<file path="src/rtl/line_fill_engine_pkg.sv">
// Shared types for the line fill engine: fetch command encoding, FSM states,
// the debug view of the engine and a saturating counter helper.
package line_fill_pkg;

    typedef enum logic [1:0] {
        CMD_NOP      = 2'b00,
        CMD_FETCH    = 2'b01,
        CMD_WB_FETCH = 2'b10
    } fetch_cmd_t;

    typedef enum logic [2:0] {
        IDLE,
        WB_REQ,
        WB_DATA,
        RD_REQ,
        RD_DATA,
        DONE
    } lfe_state_t;

    typedef struct packed {
        lfe_state_t state;
        logic [1:0] cmd;
    } lfe_dbg_t;

    localparam int unsigned PERF_W = 32;

    function automatic logic [PERF_W-1:0] sat_inc(input logic [PERF_W-1:0] v);
        return (&v) ? v : v + 1'b1;
    endfunction

endpackage

</file>
<file path="src/rtl/line_fill_engine_if.sv">
// Bundle of the fetch command port, the cache data memory port and the
// external burst bus seen by the line fill engine.
interface line_fill_engine_if #(
    parameter int addr_width = 32,
    parameter int list_depth = 4,
    parameter int list_width = 32,
    parameter int data_width = 32
);
    localparam int tag_w   = $clog2(list_depth);
    localparam int maddr_w = $clog2(list_depth) + $clog2(list_width);

    // Every valid/ready (req/gnt, ren/rready, wen/wready, ...) pair transfers
    // on a clock edge where both are high; a raised valid with its payload
    // stays unchanged until that edge.
    logic                  fetch_req;
    logic                  fetch_gnt;
    logic [1:0]            fetch_cmd;
    logic [tag_w-1:0]      fetch_tag;
    logic [addr_width-1:0] fetch_addr;
    logic [addr_width-1:0] fetch_addr_pre;
    logic                  fetch_done;

    logic                  mem_ren;
    logic [maddr_w-1:0]    mem_raddr;
    logic                  mem_rready;
    logic [data_width-1:0] mem_rdata;
    logic                  mem_rdata_valid;
    logic                  mem_wen;
    logic [maddr_w-1:0]    mem_waddr;
    logic [data_width-1:0] mem_wdata;
    logic                  mem_wready;

    logic                  ext_req_valid;
    logic                  ext_req_ready;
    logic                  ext_req_we;
    logic [addr_width-1:0] ext_req_addr;
    logic                  ext_wvalid;
    logic                  ext_wready;
    logic [data_width-1:0] ext_wdata;
    logic                  ext_wlast;
    logic                  ext_rvalid;
    logic                  ext_rready;
    logic [data_width-1:0] ext_rdata;

    modport slave (
        input  fetch_req, fetch_cmd, fetch_tag, fetch_addr, fetch_addr_pre,
        output fetch_gnt, fetch_done,
        output mem_ren, mem_raddr, mem_wen, mem_waddr, mem_wdata,
        input  mem_rready, mem_rdata, mem_rdata_valid, mem_wready,
        output ext_req_valid, ext_req_we, ext_req_addr,
        output ext_wvalid, ext_wdata, ext_wlast, ext_rready,
        input  ext_req_ready, ext_wready, ext_rvalid, ext_rdata
    );

    modport master (
        output fetch_req, fetch_cmd, fetch_tag, fetch_addr, fetch_addr_pre,
        input  fetch_gnt, fetch_done,
        input  mem_ren, mem_raddr, mem_wen, mem_waddr, mem_wdata,
        output mem_rready, mem_rdata, mem_rdata_valid, mem_wready,
        input  ext_req_valid, ext_req_we, ext_req_addr,
        input  ext_wvalid, ext_wdata, ext_wlast, ext_rready,
        output ext_req_ready, ext_wready, ext_rvalid, ext_rdata
    );

endinterface

</file>
<file path="src/rtl/line_fill_engine_wb_buffer.sv">
// One-entry data buffer with valid/ready on both sides; decouples cache
// reads from write-back beats on the external bus.
module lfe_wb_buffer
    import line_fill_pkg::*;
#(
    parameter int data_width = 32
) (
    input  logic                  clk,
    input  logic                  rst_n,
    input  logic                  in_valid_i,
    output logic                  in_ready_o,
    input  logic [data_width-1:0] in_data_i,
    output logic                  out_valid_o,
    input  logic                  out_ready_i,
    output logic [data_width-1:0] out_data_o
);

    logic                  full_q, full_d;
    logic [data_width-1:0] data_q, data_d;

    // Accept while empty, or while the held word leaves in this same cycle.
    assign in_ready_o  = !full_q || out_ready_i;
    assign out_valid_o = full_q;
    assign out_data_o  = data_q;

    always_comb begin
        full_d = full_q;
        data_d = data_q;
        if (full_q && out_ready_i) begin
            full_d = 1'b0;
        end
        if (in_valid_i && in_ready_o) begin
            full_d = 1'b1;
            data_d = in_data_i;
        end
    end

    always_ff @(posedge clk or negedge rst_n) begin
        if (!rst_n) begin
            full_q <= 1'b0;
            data_q <= '0;
        end else begin
            full_q <= full_d;
            data_q <= data_d;
        end
    end

endmodule

</file>
<file path="src/rtl/line_fill_engine.sv">
// Line fill engine: optional victim write-back followed by a line refill.
// Macro LINE_FILL_PERF_CNT_EN adds saturating fetch / write-back counters.
module line_fill_engine
    import line_fill_pkg::*;
#(
    parameter int addr_width = 32,
    parameter int list_depth = 4,
    parameter int list_width = 32,
    parameter int data_width = 32
) (
    input  logic               clk,
    input  logic               rst_n,
    line_fill_engine_if.slave  bus,
    output lfe_dbg_t           dbg_o
`ifdef LINE_FILL_PERF_CNT_EN
    ,
    output logic [31:0]        perf_fetch_cnt,
    output logic [31:0]        perf_wb_cnt
`endif
);

    localparam int tag_w = $clog2(list_depth);
    localparam int off_w = $clog2(list_width);
    localparam logic [off_w-1:0] last_idx = off_w'(list_width - 1);

    lfe_state_t cs_q, ns_d;

    logic [1:0]            cmd_q;
    logic [tag_w-1:0]      tag_q;
    logic [addr_width-1:0] addr_q;
    logic [addr_width-1:0] addr_pre_q;
    logic [off_w-1:0]      rd_cnt_q, rd_cnt_d;
    logic [off_w-1:0]      beat_cnt_q, beat_cnt_d;
    logic [off_w-1:0]      wr_cnt_q, wr_cnt_d;
    logic                  rd_done_q, rd_done_d;
    logic                  rd_pend_q, rd_pend_d;

    logic                  accept;
    logic                  in_wb, in_rd;
    logic                  rd_issue, rd_acc;
    logic                  wb_beat, wb_last;
    logic                  rd_beat, rd_last;
    logic                  buf_in_ready;
    logic                  buf_out_valid;
    logic [data_width-1:0] buf_out_data;

    assign accept  = (cs_q == IDLE) && bus.fetch_req;
    assign in_wb   = (cs_q == WB_DATA);
    assign in_rd   = (cs_q == RD_DATA);

    // Only one cache read in flight, and only when its word has a free slot.
    assign rd_issue = in_wb && !rd_done_q && !rd_pend_q && buf_in_ready;
    assign rd_acc   = rd_issue && bus.mem_rready;

    assign wb_beat = in_wb && buf_out_valid && bus.ext_wready;
    assign wb_last = wb_beat && (beat_cnt_q == last_idx);
    assign rd_beat = in_rd && bus.ext_rvalid && bus.mem_wready;
    assign rd_last = rd_beat && (wr_cnt_q == last_idx);

    lfe_wb_buffer #(
        .data_width (data_width)
    ) u_wb_buffer (
        .clk         (clk),
        .rst_n       (rst_n),
        .in_valid_i  (in_wb && bus.mem_rdata_valid),
        .in_ready_o  (buf_in_ready),
        .in_data_i   (bus.mem_rdata),
        .out_valid_o (buf_out_valid),
        .out_ready_i (bus.ext_wready),
        .out_data_o  (buf_out_data)
    );

    always_ff @(posedge clk or negedge rst_n) begin
        if (!rst_n) begin
            cs_q <= IDLE;
        end else begin
            cs_q <= ns_d;
        end
    end

    always_comb begin
        ns_d = cs_q;
        unique case (cs_q)
            IDLE: begin
                if (bus.fetch_req) begin
                    case (bus.fetch_cmd)
                        CMD_WB_FETCH: ns_d = WB_REQ;
                        CMD_FETCH:    ns_d = RD_REQ;
                        default:      ns_d = DONE;
                    endcase
                end
            end
            WB_REQ:  if (bus.ext_req_ready) ns_d = WB_DATA;
            WB_DATA: if (wb_last)           ns_d = RD_REQ;
            RD_REQ:  if (bus.ext_req_ready) ns_d = RD_DATA;
            RD_DATA: if (rd_last)           ns_d = DONE;
            DONE:                           ns_d = IDLE;
            default:                        ns_d = IDLE;
        endcase
    end

    always_comb begin
        rd_cnt_d   = rd_cnt_q;
        beat_cnt_d = beat_cnt_q;
        wr_cnt_d   = wr_cnt_q;
        rd_done_d  = rd_done_q;
        rd_pend_d  = rd_pend_q;

        if ((cs_q == WB_REQ) && bus.ext_req_ready) begin
            rd_cnt_d   = '0;
            beat_cnt_d = '0;
            rd_done_d  = 1'b0;
        end
        if (rd_acc) begin
            rd_cnt_d = rd_cnt_q + 1'b1;
            if (rd_cnt_q == last_idx) begin
                rd_done_d = 1'b1;
            end
        end
        if (wb_beat) begin
            beat_cnt_d = beat_cnt_q + 1'b1;
        end

        if (bus.mem_rdata_valid) begin
            rd_pend_d = 1'b0;
        end
        if (rd_acc) begin
            rd_pend_d = 1'b1;
        end

        if ((cs_q == RD_REQ) && bus.ext_req_ready) begin
            wr_cnt_d = '0;
        end
        if (rd_beat) begin
            wr_cnt_d = wr_cnt_q + 1'b1;
        end
    end

    always_ff @(posedge clk or negedge rst_n) begin
        if (!rst_n) begin
            cmd_q      <= '0;
            tag_q      <= '0;
            addr_q     <= '0;
            addr_pre_q <= '0;
            rd_cnt_q   <= '0;
            beat_cnt_q <= '0;
            wr_cnt_q   <= '0;
            rd_done_q  <= 1'b0;
            rd_pend_q  <= 1'b0;
        end else begin
            rd_cnt_q   <= rd_cnt_d;
            beat_cnt_q <= beat_cnt_d;
            wr_cnt_q   <= wr_cnt_d;
            rd_done_q  <= rd_done_d;
            rd_pend_q  <= rd_pend_d;
            if (accept) begin
                cmd_q      <= bus.fetch_cmd;
                tag_q      <= bus.fetch_tag;
                addr_q     <= bus.fetch_addr;
                addr_pre_q <= bus.fetch_addr_pre;
            end
        end
    end

    assign bus.fetch_gnt  = (cs_q == IDLE);
    assign bus.fetch_done = (cs_q == DONE);

    assign bus.ext_req_valid = (cs_q == WB_REQ) || (cs_q == RD_REQ);
    assign bus.ext_req_we    = (cs_q == WB_REQ);
    assign bus.ext_req_addr  = (cs_q == WB_REQ) ? addr_pre_q :
                               (cs_q == RD_REQ) ? addr_q : '0;

    assign bus.mem_ren   = rd_issue;
    assign bus.mem_raddr = in_wb ? {tag_q, rd_cnt_q} : '0;

    assign bus.ext_wvalid = in_wb && buf_out_valid;
    assign bus.ext_wdata  = buf_out_data;
    assign bus.ext_wlast  = in_wb && buf_out_valid && (beat_cnt_q == last_idx);

    // Refill beats pass straight through; the cache write port paces the bus.
    assign bus.ext_rready = in_rd && bus.mem_wready;
    assign bus.mem_wen    = in_rd && bus.ext_rvalid;
    assign bus.mem_waddr  = in_rd ? {tag_q, wr_cnt_q} : '0;
    assign bus.mem_wdata  = in_rd ? bus.ext_rdata : '0;

    assign dbg_o.state = cs_q;
    assign dbg_o.cmd   = cmd_q;

`ifdef LINE_FILL_PERF_CNT_EN
    logic [31:0] perf_fetch_q;
    logic [31:0] perf_wb_q;

    always_ff @(posedge clk or negedge rst_n) begin
        if (!rst_n) begin
            perf_fetch_q <= '0;
            perf_wb_q    <= '0;
        end else begin
            if (cs_q == DONE) begin
                perf_fetch_q <= sat_inc(perf_fetch_q);
            end
            if (wb_last) begin
                perf_wb_q <= sat_inc(perf_wb_q);
            end
        end
    end

    assign perf_fetch_cnt = perf_fetch_q;
    assign perf_wb_cnt    = perf_wb_q;
`endif

endmodule

</file>
<file path="src/flat_wrapper.sv">
// flat-port wrapper written by rule: the top's interface ports become plain ports
module line_fill_engine_flat import line_fill_pkg::*;
#(
    parameter int addr_width = 32,
    parameter int list_depth = 4,
    parameter int list_width = 32,
    parameter int data_width = 32
)
  (clk, rst_n, dbg_o, bus_fetch_req, bus_fetch_cmd, bus_fetch_tag, bus_fetch_addr, bus_fetch_addr_pre, bus_fetch_gnt, bus_fetch_done, bus_mem_ren, bus_mem_raddr, bus_mem_wen, bus_mem_waddr, bus_mem_wdata, bus_mem_rready, bus_mem_rdata, bus_mem_rdata_valid, bus_mem_wready, bus_ext_req_valid, bus_ext_req_we, bus_ext_req_addr, bus_ext_wvalid, bus_ext_wdata, bus_ext_wlast, bus_ext_rready, bus_ext_req_ready, bus_ext_wready, bus_ext_rvalid, bus_ext_rdata);
  line_fill_engine_if #(.addr_width(addr_width), .list_depth(list_depth), .list_width(list_width), .data_width(data_width)) bus_i ();
  input  logic clk;
  input  logic rst_n;
  output lfe_dbg_t dbg_o;
  input wire logic [$bits(bus_i.fetch_req)-1:0] bus_fetch_req;
  input wire logic [$bits(bus_i.fetch_cmd)-1:0] bus_fetch_cmd;
  input wire logic [$bits(bus_i.fetch_tag)-1:0] bus_fetch_tag;
  input wire logic [$bits(bus_i.fetch_addr)-1:0] bus_fetch_addr;
  input wire logic [$bits(bus_i.fetch_addr_pre)-1:0] bus_fetch_addr_pre;
  output wire logic [$bits(bus_i.fetch_gnt)-1:0] bus_fetch_gnt;
  output wire logic [$bits(bus_i.fetch_done)-1:0] bus_fetch_done;
  output wire logic [$bits(bus_i.mem_ren)-1:0] bus_mem_ren;
  output wire logic [$bits(bus_i.mem_raddr)-1:0] bus_mem_raddr;
  output wire logic [$bits(bus_i.mem_wen)-1:0] bus_mem_wen;
  output wire logic [$bits(bus_i.mem_waddr)-1:0] bus_mem_waddr;
  output wire logic [$bits(bus_i.mem_wdata)-1:0] bus_mem_wdata;
  input wire logic [$bits(bus_i.mem_rready)-1:0] bus_mem_rready;
  input wire logic [$bits(bus_i.mem_rdata)-1:0] bus_mem_rdata;
  input wire logic [$bits(bus_i.mem_rdata_valid)-1:0] bus_mem_rdata_valid;
  input wire logic [$bits(bus_i.mem_wready)-1:0] bus_mem_wready;
  output wire logic [$bits(bus_i.ext_req_valid)-1:0] bus_ext_req_valid;
  output wire logic [$bits(bus_i.ext_req_we)-1:0] bus_ext_req_we;
  output wire logic [$bits(bus_i.ext_req_addr)-1:0] bus_ext_req_addr;
  output wire logic [$bits(bus_i.ext_wvalid)-1:0] bus_ext_wvalid;
  output wire logic [$bits(bus_i.ext_wdata)-1:0] bus_ext_wdata;
  output wire logic [$bits(bus_i.ext_wlast)-1:0] bus_ext_wlast;
  output wire logic [$bits(bus_i.ext_rready)-1:0] bus_ext_rready;
  input wire logic [$bits(bus_i.ext_req_ready)-1:0] bus_ext_req_ready;
  input wire logic [$bits(bus_i.ext_wready)-1:0] bus_ext_wready;
  input wire logic [$bits(bus_i.ext_rvalid)-1:0] bus_ext_rvalid;
  input wire logic [$bits(bus_i.ext_rdata)-1:0] bus_ext_rdata;
  assign bus_i.fetch_req = bus_fetch_req;
  assign bus_i.fetch_cmd = bus_fetch_cmd;
  assign bus_i.fetch_tag = bus_fetch_tag;
  assign bus_i.fetch_addr = bus_fetch_addr;
  assign bus_i.fetch_addr_pre = bus_fetch_addr_pre;
  assign bus_fetch_gnt = bus_i.fetch_gnt;
  assign bus_fetch_done = bus_i.fetch_done;
  assign bus_mem_ren = bus_i.mem_ren;
  assign bus_mem_raddr = bus_i.mem_raddr;
  assign bus_mem_wen = bus_i.mem_wen;
  assign bus_mem_waddr = bus_i.mem_waddr;
  assign bus_mem_wdata = bus_i.mem_wdata;
  assign bus_i.mem_rready = bus_mem_rready;
  assign bus_i.mem_rdata = bus_mem_rdata;
  assign bus_i.mem_rdata_valid = bus_mem_rdata_valid;
  assign bus_i.mem_wready = bus_mem_wready;
  assign bus_ext_req_valid = bus_i.ext_req_valid;
  assign bus_ext_req_we = bus_i.ext_req_we;
  assign bus_ext_req_addr = bus_i.ext_req_addr;
  assign bus_ext_wvalid = bus_i.ext_wvalid;
  assign bus_ext_wdata = bus_i.ext_wdata;
  assign bus_ext_wlast = bus_i.ext_wlast;
  assign bus_ext_rready = bus_i.ext_rready;
  assign bus_i.ext_req_ready = bus_ext_req_ready;
  assign bus_i.ext_wready = bus_ext_wready;
  assign bus_i.ext_rvalid = bus_ext_rvalid;
  assign bus_i.ext_rdata = bus_ext_rdata;
  line_fill_engine #(.addr_width(addr_width), .list_depth(list_depth), .list_width(list_width), .data_width(data_width)) u_core (.clk(clk), .rst_n(rst_n), .bus(bus_i), .dbg_o(dbg_o));
endmodule
</file>
<file path="config.mk">
export PLATFORM = sky130hd
export DESIGN_NAME = line_fill_engine_flat
export DESIGN_NICKNAME = d
export VERILOG_FILES = /design/src/rtl/line_fill_engine_pkg.sv /design/src/rtl/line_fill_engine_if.sv /design/src/rtl/line_fill_engine_wb_buffer.sv /design/src/rtl/line_fill_engine.sv /design/src/flat_wrapper.sv
export SDC_FILE = /design/constraint.sdc
export NUM_CORES = 1
export LEC_CHECK = 0
export CAP_MARGIN = 20
export CORE_MARGIN = 2
export CORE_UTILIZATION = 46
export CTS_CLUSTER_DIAMETER = 50
export DETAILED_ROUTE_END_ITERATION = 16
export GPL_TIMING_DRIVEN = 0
export PLACE_DENSITY = 0.85
export SYNTH_ARGS = -nofsm -noshare
export SYNTH_HDL_FRONTEND = slang
export SYNTH_SLANG_ARGS = --single-unit
</file>
<file path="constraint.sdc">
create_clock -name clk -period 2.65 [get_ports clk]
set_input_delay 0.6625 -clock clk [delete_from_list [all_inputs] [get_ports clk]]
set_output_delay 0.6625 -clock clk [all_outputs]
set_load 0.1 [all_outputs]
</file>
# ---- Yosys cells after proc, flatten, opt, wreduce, memory -nomap -nowiden
# Cells that the tools add are included.
# Widths: inputs -> output; s select.
dict set report classes {
  n_addsub 3
  eq_ne 15
  mux 24
  n_reduce_logical 30
}
# cell n
set op_table {}
lappend op_table {{$mux 32} 3}
lappend op_table {{$mux 5} 5}
lappend op_table {{$logic_and 1x1->1} 18}
lappend op_table {{$add 5x1->5 const B} 3}
lappend op_table {{$eq 5x5->1 const B} 3}
lappend op_table {{$mux 3} 5}
lappend op_table {{$pmux 3 s5} 1}
lappend op_table {{$mux 7} 2}
lappend op_table {{$reduce_bool 2->1} 5}
lappend op_table {{$ne 2x2->1 const B} 4}
lappend op_table {{$mux 1} 7}
lappend op_table {{$eq 3x2->1 const B} 2}
lappend op_table {{$eq 3x3->1 const B} 2}
lappend op_table {{$pmux 3 s2} 1}
lappend op_table {{$reduce_and 5->1} 1}
lappend op_table {{$eq 3x1->1 const B} 1}
lappend op_table {{$logic_not 1->1} 3}
lappend op_table {{$logic_not 3->1} 1}
lappend op_table {{$eq 2x1->1 const B} 1}
lappend op_table {{$eq 2x2->1 const B} 1}
lappend op_table {{$logic_or 1x1->1} 2}
lappend op_table {{$ne 2x1->1 const B} 1}
dict set report word_totals {
  ff_bits 121
  output_inout_bits 124
}

# ---- Logic depth before layout (Yosys ltp)
dict set report logic_depth {
  ltp_word 6
  mapped_depth 7
}

# ---- Modules after synthesis
# A second synthesis with hierarchy kept.
dict set report hier_totals {
  cells_unflattened 456
  area_unflattened_um2 5885.6
}
# module instances cells_each area_each_um2 seq_area_each_um2
set by_module_without_submodules {}
lappend by_module_without_submodules {line_fill_engine 1 385 4494.3 2202.1}
lappend by_module_without_submodules {lfe_wb_buffer 1 71 1391.3 825.8}

# ---- Least setup slack after synthesis
# No wires, ideal clock.
dict set report synth_timing {
  path_kind {reg-to-output}
  start {register u_core.cs_q[1]}
  end {output bus_ext_req_addr[13]}
  arrival_time_ns 3.060
  setup_slack_ns -1.072
  stages_incl_launch_ff 6
  path_buffers 3
  path_cell_list {dfrtp_1 > buf_4 > buf_2 > buf_2 > mux2i_1 > nor2_1}
}
dict set report synth_between {
  elab_chain_cells 3
  word_cells_on_any_way 4
}
# item line_no
set synth_lines {}
lappend synth_lines {{start, declared} line_fill_engine.sv:26} ;# lfe_state_t cs_q, ns_d;
lappend synth_lines {{start signal, assigned} line_fill_engine.sv:77} ;# cs_q <= ns_d;
lappend synth_lines {{$eq 3x2->1} line_fill_engine.sv:171} ;# (cs_q == RD_REQ) ? addr_q : '0;
lappend synth_lines {{$mux 32} line_fill_engine.sv:171}
lappend synth_lines {{$mux 32 (*)} line_fill_engine.sv:170} ;# assign bus.ext_req_addr = (cs_q == WB_REQ) ? addr_pre_q :
lappend synth_lines {{end, declared} flat_wrapper.sv:32} ;# output wire logic [$bits(bus_i.ext_req_addr)-1:0] bus_ext_req_addr;
# Mark *: on every way between the ends. The rest lies on a longest branch, timed or not.

# ---- Worst setup path after layout
dict set report layout_timing {
  start {register u_core.cs_q[0]}
  end {output bus_ext_req_addr[12]}
}
# Same word-level chain as after synthesis.

==> results.cfg <==
[run_status]
status = complete, no violations

[detailed_routing]
drtAntennaViolNets = 0
highest_layer = met4
drc = 0
wirelength_mm = 19.16
firstDrtPassIters = 4
m1WireLength_mm = 7.193
wl_met3_mm = 1.064
route.met2.wl_mm = 10.54
drt-vias-per-instance = 5.088
vias = 4767
drt-initial-drc-count = 166
wire_per_inst_um = 20.45

[sta]
hold_violations = 0
rsz0062_at_grt = true
setup_violations = 0
fin_crit_sh = 0.9857
worst_pin_slew_ns = 1.027
holdWs_ns = 0.2102
fin_skew_ns = 0.006158
drv_slew = 0
slew_headroom = 0.3132
fmax_ghz = 0.3828
min_period_ns = 2.612

[cells_and_area]
antenna_cells = 0
fillCellCount = 654
final_util = 0.8336
seq_area_um2 = 3037
finalNetCount = 901
drive_above_1_share = 0.4850
multi_input_area_um2 = 3163
syn2layout_area_growth_pct = 76.71

[synth]
async_reset_ff_frac = 1.000
synth_mux_area_frac = 0.2823
synth_top_family_by_area = multiplexers
ys_ff_latch = 121
synth_commonest_cells = dfrtp_1, and2_1, mux2_2, mux2_4, nor2_1
synthFlopType = dfrtp_1
ys_warn_count = 0
syn_inst = 454
syn_nets = 602
synthDominantCellAreaShare = 0.5086
yosys.area.top_type = dfrtp_1
synth-compound-area-share = 0.02123
synth_enable_flop_cells = 0
synth_cell_types = 39
synth_most_common_cell = dfrtp_1
syn_area_per_cell_um2 = 13.11
yosys.area_share.simple = 0.1345
synthXorXnorAreaFrac = 0.002942
synth-seq-area-share = 0.5086
synth_area_um2 = 5953
ys_top_cells_by_area = dfrtp_1, mux2_4, mux2_2
synthAdderAreaFrac = 0.01471

[clocking]
clk_path_buf_depth = 2
tritoncts = done
cts_max_level = 4
root_buffer = clkbuf_16
clock-sinks = 121
cts_buffers = 17
worstSkewPairLatency_ns = 0.41
clkTransAtPathRegs_ns = 0.05

[floorplan]
coreArea_um2 = 12620
start_util = 0.4717
die-area_um2 = 13870
rows = 41
die_height_um = 117.8
die_w_um = 117.8
num_io_pins = 265

[global_route]
grt.total_usage = 0.2799
overflow = 0
first_global_vias = 5263
grt_pass1_wl_mm = 30.12
antenna_found_initial = 0
grt_max_degree = 70

[setup_path]
critPathArrivalTime_ns = 1.95
start_kind = flip-flop
critPathRequiredTime_ns = 1.99
cp-end-kind = output port
cp_max_fo = 10
path_class = flip-flop to output port
r2r_slack_ns = 0.65

[placed_design]
gp_congestion = 0.7928
dpl.hpwl_mm = 13.03
io_buffers = 264

[flow_run]
cap_viol_max_count = 0

[min_path]
holdCritPathClass = primary input to async pin
final timing paths:
path	start	endpoint	cells past startpoint
max	u_core.cs_q[0]	bus_ext_req_addr[12]	6
min reg2reg	u_core.addr_pre_q[27]	u_core.addr_pre_q[27]	1
min in group clk	u_core.addr_pre_q[27]	u_core.addr_pre_q[27]	1
max reg2reg	u_core.cs_q[0]	u_core.addr_q[16]	8
min	rst_n	u_core.u_wb_buffer.out_data_o[7]	1
max in group asynchronous	rst_n	u_core.addr_q[17]	2
layout by cell type, fill, tap and decap left out, types with 8 or more instances in the layout:
cell type,instances
clkdlybuf4s50_1,171
mux2i_2,10
mux2_2,51
buf_6,31
nand2_1,10
clkbuf_16,19
dfrtp_1,118
buf_4,28
mux2_4,51
nand3_1,14
and2_2,20
and2_4,30
buf_12,43
clkbuf_8,8
buf_8,11
mux2i_1,18
nor2_4,30
critical path, cell delays in order, from the launching register on:
cell and delay (ns):
dfrtp_4 0.48, buf_8 0.14, nand2b_1 0.06, buf_2 0.26, clkbuf_8 0.31, nor2_4 0.04
buf_4 0.23
routing by layer:
metal	GRT usage	vias up
met4	0.08886	0
met2	0.5145	173
met5	0	-
met3	0.07122	25
met1	0.3164	2394
li1	-	2175
metrics by stage:
step / worst slack (ns) / TNS [ns] / instances / cell area (um2)
floorplan: -0.05234 / -1.047 / 454 / 6269
global placement: -4.404 / -489.36 / 890 / 9126
global route: -0.02357 / -0.03498 / 937 / 10520
detailed placement: -0.9474 / -54.01 / 891 / 9155
CTS: -0.1283 / -1.958 / 932 / 10300
finish: 0.03789 / 0 / 937 / 10520
layout make-up:
| type | count | share of cell area |
|---|---|---|
| buffer | 26 | 0.02866 |
| tap | 172 | 0.02046 |
| inverter | 4 | 0.001427 |
| clock inverter | 9 | 0.004995 |
| clock buffer | 22 | 0.04317 |
| sequential | 121 | 0.2887 |
| multi-input combinational | 301 | 0.3007 |
| timing repair buffer | 282 | 0.3120 |
what timing repair did:
item / in CTS / in global routing
endpoints found under the setup margin: 89 / 84
gates cloned: 3 / 2
setup buffers: 7 / 6
gates resized for setup: 730 / 40
pin swaps: 18 / 6
hold buffers: 0 / 0
logic make-up after synthesis:
kind of cell | count (synthesis)
and+or+nand+nor | 138
muxes | 136
DFF | 121
buffers and inverters | 32
AOI/OAI and AO/OA | 18
adders and majority gates | 7
xor gates and xnor gates | 2
flip-flops by register name, indices dropped and copies added, names as in the netlist:
signal / cells
u_core.wr_cnt_q: 5
u_core.addr_q: 32
u_core.addr_pre_q: 32
u_core.rd_pend_q: 1
u_core.tag_q: 2
u_core.u_wb_buffer.out_data_o: 32
u_core.beat_cnt_q: 5
u_core.cs_q: 3
u_core.cmd_q: 2
u_core.rd_done_q: 1
u_core.rd_cnt_q: 5
u_core.u_wb_buffer.out_valid_o: 1
Power is left out: the tool's default activity adds up to more than one toggle a clock period on the data nets, which glitch-free logic cannot reach.
